### src/rtl/io_bus_pkg.sv
// Shared definitions for the CS/RD/WR strobe bus responder: FSM states,
// register address map and the electrical active level of the strobes.
package io_bus_pkg;

   typedef enum logic [1:0] {
      IDLE  = 2'd0,
      WRITE = 2'd1,
      READ  = 2'd2,
      FAULT = 2'd3
   } state_t;

   localparam logic [1:0] ADDR_PORT0  = 2'd0;
   localparam logic [1:0] ADDR_PORT1  = 2'd1;
   localparam logic [1:0] ADDR_PORT2  = 2'd2;
   localparam logic [1:0] ADDR_STATUS = 2'd3;

   // Strobes are active-low on the bus.
   localparam logic STROBE_ACTIVE = 1'b0;

endpackage : io_bus_pkg

### src/rtl/io_strobe_sync.sv
// Multi-stage synchronizer for one asynchronous active-low strobe.
// Resets to 1 so a strobe reads as inactive until the bus is really sampled.
module io_strobe_sync #(
   parameter int unsigned SYNC_STAGES = 2
) (
   input  logic i_clk,
   input  logic i_reset,
   input  logic i_async_n,
   output logic o_sync_n
);

   logic [SYNC_STAGES-1:0] r_sync;

   // Shift the raw strobe through the synchronizer chain.
   always_ff @(posedge i_clk) begin
      if (i_reset) begin
         r_sync <= '1;
      end else begin
         r_sync <= {r_sync[SYNC_STAGES-2:0], i_async_n};
      end
   end

   assign o_sync_n = r_sync[SYNC_STAGES-1];

endmodule : io_strobe_sync

### src/rtl/io_port_responder.sv
// Target end of the CS/RD/WR strobe bus. Synchronizes the strobes, decodes
// read/write cycles, holds three write registers, returns register or status
// data on reads and flags overlapping RD/WR strobes as bus errors.
module io_port_responder
   import io_bus_pkg::*;
#(
   parameter int unsigned DATA_W      = 8,
   parameter int unsigned SYNC_STAGES = 2
) (
   input  logic              Clk,
   input  logic              Reset,
   input  logic              CS_In,
   input  logic              RD_In,
   input  logic              WR_In,
   input  logic [1:0]        Addr_In,
   input  logic [DATA_W-1:0] Data_In,
   input  logic [DATA_W-1:0] Status_In,
   output logic [DATA_W-1:0] Data_Out,
   output logic              Data_OE,
   output logic [DATA_W-1:0] Port0_Out,
   output logic [DATA_W-1:0] Port1_Out,
   output logic [DATA_W-1:0] Port2_Out,
   output logic              Wr_Pulse,
   output logic              Rd_Pulse,
   output logic              Bus_Err
);

   logic w_cs_s, w_rd_s, w_wr_s;
   logic w_cs, w_rd, w_wr;

   state_t r_state, w_next_state;

   logic w_capture, w_commit, w_read_start, w_err, w_data_oe;
   logic [DATA_W-1:0] w_rd_mux;

   logic [1:0]        r_addr;
   logic [DATA_W-1:0] r_hold_data;
   logic [DATA_W-1:0] r_port0, r_port1, r_port2;
   logic [DATA_W-1:0] r_data_out;
   logic              r_wr_pulse, r_rd_pulse, r_bus_err;

   io_strobe_sync #(.SYNC_STAGES(SYNC_STAGES)) u_sync_cs (
      .i_clk     (Clk),
      .i_reset   (Reset),
      .i_async_n (CS_In),
      .o_sync_n  (w_cs_s)
   );

   io_strobe_sync #(.SYNC_STAGES(SYNC_STAGES)) u_sync_rd (
      .i_clk     (Clk),
      .i_reset   (Reset),
      .i_async_n (RD_In),
      .o_sync_n  (w_rd_s)
   );

   io_strobe_sync #(.SYNC_STAGES(SYNC_STAGES)) u_sync_wr (
      .i_clk     (Clk),
      .i_reset   (Reset),
      .i_async_n (WR_In),
      .o_sync_n  (w_wr_s)
   );

   assign w_cs = (w_cs_s == STROBE_ACTIVE);
   assign w_rd = (w_rd_s == STROBE_ACTIVE);
   assign w_wr = (w_wr_s == STROBE_ACTIVE);

   // State register.
   always_ff @(posedge Clk) begin
      if (Reset) begin
         r_state <= IDLE;
      end else begin
         r_state <= w_next_state;
      end
   end

   // Next-state decode; violations take priority over normal cycle progress.
   always_comb begin
      w_next_state = r_state;
      case (r_state)
         IDLE: begin
            if (w_cs && w_rd && w_wr)  w_next_state = FAULT;
            else if (w_cs && w_wr)     w_next_state = WRITE;
            else if (w_cs && w_rd)     w_next_state = READ;
         end
         WRITE: begin
            if (w_rd)                  w_next_state = FAULT;
            else if (!w_wr || !w_cs)   w_next_state = IDLE;
         end
         READ: begin
            if (w_wr)                  w_next_state = FAULT;
            else if (!w_rd || !w_cs)   w_next_state = IDLE;
         end
         FAULT: begin
            if (!w_rd && !w_wr)        w_next_state = IDLE;
         end
         default: w_next_state = IDLE;
      endcase
   end

   // Per-state control strobes for the datapath.
   always_comb begin
      w_capture    = 1'b0;
      w_commit     = 1'b0;
      w_read_start = 1'b0;
      w_err        = 1'b0;
      w_data_oe    = 1'b0;
      case (r_state)
         IDLE: begin
            w_err        = w_cs && w_rd && w_wr;
            w_capture    = w_cs && w_wr && !w_rd;
            w_read_start = w_cs && w_rd && !w_wr;
         end
         WRITE: begin
            w_err     = w_rd;
            w_capture = !w_rd && w_cs && w_wr;
            w_commit  = !w_rd && (!w_wr || !w_cs);
         end
         READ: begin
            w_data_oe = 1'b1;
            w_err     = w_wr;
         end
         default: ;
      endcase
   end

   // Read-data select from the address latched at the start of the read.
   always_comb begin
      w_rd_mux = '0;
      case (r_addr)
         ADDR_PORT0:  w_rd_mux = r_port0;
         ADDR_PORT1:  w_rd_mux = r_port1;
         ADDR_PORT2:  w_rd_mux = r_port2;
         ADDR_STATUS: w_rd_mux = Status_In;
         default:     w_rd_mux = '0;
      endcase
   end

   // Holding registers, port registers, registered read data and pulses.
   always_ff @(posedge Clk) begin
      if (Reset) begin
         r_addr      <= '0;
         r_hold_data <= '0;
         r_port0     <= '0;
         r_port1     <= '0;
         r_port2     <= '0;
         r_data_out  <= '0;
         r_wr_pulse  <= 1'b0;
         r_rd_pulse  <= 1'b0;
         r_bus_err   <= 1'b0;
      end else begin
         r_wr_pulse <= w_commit;
         r_rd_pulse <= w_read_start;
         r_bus_err  <= w_err;
         if (w_capture) begin
            r_addr      <= Addr_In;
            r_hold_data <= Data_In;
         end else if (w_read_start) begin
            r_addr <= Addr_In;
         end
         if (w_commit) begin
            case (r_addr)
               ADDR_PORT0: r_port0 <= r_hold_data;
               ADDR_PORT1: r_port1 <= r_hold_data;
               ADDR_PORT2: r_port2 <= r_hold_data;
               default: ;
            endcase
         end
         r_data_out <= w_data_oe ? w_rd_mux : '0;
      end
   end

   assign Data_Out  = r_data_out;
   assign Data_OE   = w_data_oe;
   assign Port0_Out = r_port0;
   assign Port1_Out = r_port1;
   assign Port2_Out = r_port2;
   assign Wr_Pulse  = r_wr_pulse;
   assign Rd_Pulse  = r_rd_pulse;
   assign Bus_Err   = r_bus_err;

endmodule : io_port_responder

### config.mk
export PLATFORM = sky130hd
export DESIGN_NAME = io_port_responder
export DESIGN_NICKNAME = d
export VERILOG_FILES = /design/src/rtl/io_bus_pkg.sv /design/src/rtl/io_strobe_sync.sv /design/src/rtl/io_port_responder.sv
export SDC_FILE = /design/constraint.sdc
export NUM_CORES = 1
export LEC_CHECK = 0
export BUFFER_PORTS_ARGS = -buffer_cell sky130_fd_sc_hd__buf_4
export CAP_MARGIN = 30
export CORE_MARGIN = 2
export CORE_UTILIZATION = 29
export DETAILED_ROUTE_END_ITERATION = 6
export GPL_ROUTABILITY_DRIVEN = 0
export HOLD_SLACK_MARGIN = 0.06
export PLACE_DENSITY_LB_ADDON = 0.08
export RECOVER_POWER = 100
export SYNTH_ARGS = -nofsm -noshare
export SYNTH_HDL_FRONTEND = slang
export SYNTH_SLANG_ARGS = --single-unit
### constraint.sdc
create_clock -name Clk -period 4.2 [get_ports Clk]
set_input_delay 0.63 -clock Clk [delete_from_list [all_inputs] [get_ports Clk]]
set_output_delay 0.63 -clock Clk [all_outputs]
set_load 0.01 [all_outputs]
### After elaboration in Yosys (flattened, before gate mapping)

Cells that the tools add are included.
Widths: inputs -> output; s select.

* order comparisons: 0
* bitwise gates (word level): 4
* $add $sub $neg: 0
* reduce and logical (&&, ||, !) cells: 19
* multiplexer cells: 17
* divide/modulo/power cells: 0
* equality and inequality tests: 10
* multipliers: 0
* shift-type cells: 0

Operators by type and width (number)
* $pmux 8 s4: 1
* $mux 2: 10
* $logic_and 1x1->1: 9
* $eq 2x2->1 const B: 4
* $pmux 2 s4: 1
* $ne 3x3->1 const B: 2
* $reduce_and 2->1: 3
* $eq 2x1->1 const B: 2
* $logic_not 2->1: 2
* $ne 4x4->1 const B: 1
* $not 1->1: 4
* $reduce_and 4->1: 1
* $mux 1: 3
* $pmux 1 s3: 1
* $logic_or 1x1->1: 2
* $ne 2x2->1 const B: 1
* $pmux 1 s2: 1
* $reduce_bool 2->1: 1
* $reduce_or 2->1: 1

* memory bits (writable): 0
* memories kept: 0
* output and inout port bits: 36
* register bits: 53
* bits in latches: 0
* memory bits (read-only): 0
* input port bits: 23

### Logic depth before layout (Yosys ltp)

* word-level depth: 6
* gate-level depth with buffers: 5
* depth with buffers taken out: 3

### Cells and area by module

From an unflattened synthesis, not the netlist that was laid out.

* cells, all modules: 207
* area total of the unflattened synthesis: 2215.9 um^2

By module, submodules not included
* io_port_responder: times used 1, area an instance 2058.2 um^2, cells each 195
* io_strobe_sync: times used 3, area an instance 52.6 um^2, cells each 4

### Worst setup path before layout

Ideal clock, no wire load.

* path kind: input -> register
* start point: input port Reset
* end point: register r_addr[0]
* buffers on the path: 3
* stages: 4
* slack: 2.781 ns
* data required time: 4.070 ns
* data arrival time: 1.289 ns
* cells stage by stage: clkbuf_1 -> clkbuf_1 -> buf_2 -> a21oi_1

RTL lines
* start, declared: RTL line io_port_responder.sv:11 `input logic Reset,`
* end signal, assigned: RTL line io_port_responder.sv:155 `r_addr <= Addr_In;`
* end signal, assigned: RTL line io_port_responder.sv:158 `r_addr <= Addr_In;`
* end, declared: RTL line io_port_responder.sv:36 `logic [1:0] r_addr;`

No word-level cell between the ends.

### Worst setup path after layout

* start point: input port Reset
* end point: register r_data_out[2] (netlist: Data_Out[2])

* word-level cells in the longest chain between the ends: 1

RTL lines
* $reduce_or 2->1 (no line)
* end signal, assigned: RTL line io_port_responder.sv:168 `r_data_out <= w_data_oe ? w_rd_mux : '0;`
* end, declared: RTL line io_port_responder.sv:39 `logic [DATA_W-1:0] r_data_out;`

Every way passes these cells.
A chain may end at the register's enable or synchronous reset.

==> flow_metrics.tcl <==
set metrics [dict create \
    timing.setup.critical_path_class "in -> reg" \
    synthesis_to_layout_area_growth_pct 20.3 \
    synth-edff-count 0 \
    clock_insertion_delay_worst_skew_ns 0.30 \
    worstSetupStartpointType "input port" \
    violations "capacitance limit, slew limit" \
    synth.most_common_cell "dfxtp_1" \
    synthTopCellsByArea "dfxtp_1, mux2i_1, nand2b_1" \
    die_area_um2 8370 \
    leakage_uw 0.00104 \
    clock.fmax_ghz 0.390 \
    fin_skew_ns 0.00757 \
    detail_route.wirelength_um 5030 \
    maxSlewHeadroom_pct -25.6 \
    synthDominantCellAreaShare_pct 47.8 \
    tritoncts_clock_tree "built" \
    finalNetCount 282 \
    ctsHtreeMaxLevel 2 \
    cts.hold.buffers_added 0 \
    die_span_in_y_um 91.5 \
    floorplan.initialDensity_pct 30.3 \
    via_count 1595 \
    cts_resized 0 \
    detail_route.iter0.violations 31 \
    synth_area_per_inst_um2 10.6 \
    grt_pass1_wl_um 8390 \
    groute.usage.overall_pct 12.8 \
    finish.cell_count_without_fillers 359 \
    crit_required_ns 4.40 \
    share_clk_of_total_power_pct 39.4 \
    hold_class "reg -> reg" \
    synth.yosys.warnings 0 \
    post-cts-setup-buffer-count 0 \
    post-route-worst-setup-slack_ns 1.63 \
    tightestPinTransition_ns 1.88 \
    num-fill-cells 786 \
    endpoint_kind_of_the_worst_setup_timing_path "flop" \
    numClockSinks 53 \
    sw_frac_of_total_pct 20.1 \
    synth.net_count 232 \
    number_of_endpoints_failing_setup_at_the_final_stage 0 \
    internal_power_uw 723 \
    numPlacedInstances 351 \
    pre_cts_slack_ns 2.24 \
    hpwl_after_detailed_placement_um 3550 \
    yosys-top-cells-count "dfxtp_1, nand2b_1, mux2i_1" \
    placement_rows 31 \
    largest_net_degree_at_the_start_of_global_routing 55 \
    worst_setup_hold_path_clk_slew_ns 0.09 \
    grt_antenna_before_repair 0 \
    floorplan.io_pins 59 \
    tns_ns 0 \
    net-switching-power_uw 181 \
    dominantRegCellSynth "dfxtp_1" \
    synth_instances 209 \
    pwr_density_cell_nw_per_um2 339 \
    clock_tree.root_cell "clkbuf_8" \
    final_cell_area_um2 2670 \
    wl_per_cell_um 14.0 \
    antennaDiodeCount 0 \
    power.sequential.fraction_pct 56.5 \
    number_of_buffers_created_by_cts 5 \
    worstPathMaxFanout 54 \
    via_count_of_the_first_global_routing_pass 1604 \
    slew_violations 55 \
    port_buffers 58 \
    detail_route.first_pass.iterations 4 \
    synthesis.area_um2 2220 \
    final_layout_size_suffix_gt1_share_pct 18.1 \
    post-synth-top-area-cell "dfxtp_1" \
    clockBufferDepth 2 \
    fin_crit_ns 2.57 \
    remaining_drc_errors 0 \
    drt-vias-per-instance 4.44 \
    combinationalPowerShare_pct 4.1 \
    postPlaceCellArea_um2 2690 \
    overall_overflow_remaining_after_global_route 0 \
    report.final.hold_viol_count 0 \
    vdd_ir_drop_max_v 0.000184 \
    core_area_um2 7330 \
    worst-endpoint-arrival_ns 2.77 \
    result_of_the_run "finished, violations left" \
    ys_seq_area_share_pct 47.8 \
    grt_setup_unrepaired "no" \
    drt.antenna.violating_nets 0 \
    ys_async_sr_fraction_pct 0 \
    yosys_register_bits 53 \
    min_period_over_period_pct 61.1 \
    cap_viol_max_count 1 \
    ys_types 26 \
    die_width_um 91.5 \
]
==> path summary, 6_finish.rpt <==
path / start / end / slack (ns) / cells after the start
hold reg to reg: u_sync_cs.r_sync[0]$_SDFF_PP1_ / u_sync_cs.r_sync[1]$_SDFF_PP1_ / 0.41 / 1
setup / recovery: Reset / Data_Out[2]$_SDFF_PP0_ / 1.63 / 3
hold / removal: u_sync_cs.r_sync[0]$_SDFF_PP1_ / u_sync_cs.r_sync[1]$_SDFF_PP1_ / 0.41 / 1
setup reg to reg: r_state[1]$_SDFFE_PP0P_ / Port0_Out[7]$_SDFFE_PP0P_ / 2.28 / 4
==> stage by stage <==
| stage | hold WS [ns] | util [%] | total power, uW |
|---|---|---|---|
| after floorplan | 0.389 | - | 542 |
| after global placement | 0.393 | 36.7 | 561 |
| after detailed placement | 0.393 | 36.7 | 561 |
| after CTS | 0.416 | 38.3 | 921 |
| after global routing | 0.431 | 36.4 | 944 |
| final | 0.414 | 36.4 | 905 |
==> metal layers <==
layer	vias up	track usage, %	share of wire [%]
li1	816	-	-
met2	40	19.1	44
met4	0	3.79	1.3
met1	733	17.9	49
met5	-	0	0
met3	6	3.57	5.6
==> final cells by class <==
cell class	instances	area [um2]	area share [%]
clock buffers	7	86.3	3.23
clock inverters	1	30.0	1.12
inverters	2	7.51	0.281
multi-input cells	138	1060	39.6
flip-flops and latches	53	1060	39.7
well taps	99	124	4.64
repair buffers	59	304	11.4
==> power by group through the flow <==
stage	Combinational [uW]	Clock (uW)	Sequential, uW
2_1_floorplan	22.4	0	519
3_3_place_gp	37.8	0	523
3_5_place_dp	37.8	0	523
4_1_cts	37.8	372	511
5_1_grt	41.3	390	513
6_report	37.2	356	511
==> cell usage in the layout (no fill, tap or decap), types with 6 or more instances in the layout <==
master / instances
dfxtp_1: 53
clkbuf_1: 38
nand2b_1: 33
mux2i_1: 24
buf_4: 22
nand2_1: 18
a21oi_1: 12
nor2_1: 8
or2_2: 8
mux4_2: 8
and3_1: 8
clkbuf_8: 6
==> cells by family after synthesis <==
logic type	share of synthesized area [%]
buffers and inverters	4.51
AO/OA/AOI/OAI	4.90
flip-flops	47.8
AND/OR/NAND/NOR	23.8
multiplexers	18.9
==> sequential cells by signal (all words and copies together), names as in the netlist, 2 cells and up <==
name	count
Data_Out	8
r_hold_data	8
r_state	2
u_sync_rd.r_sync	2
Port1_Out	8
Port0_Out	8
Port2_Out	8
u_sync_wr.r_sync	2
r_addr	2
u_sync_cs.r_sync	2
==> critical path: stages <==
cell and delay (ns):
clkbuf_1 1.33, nor2_1 0.45, and3_1 0.34
Power figures use the tool's default switching activity.
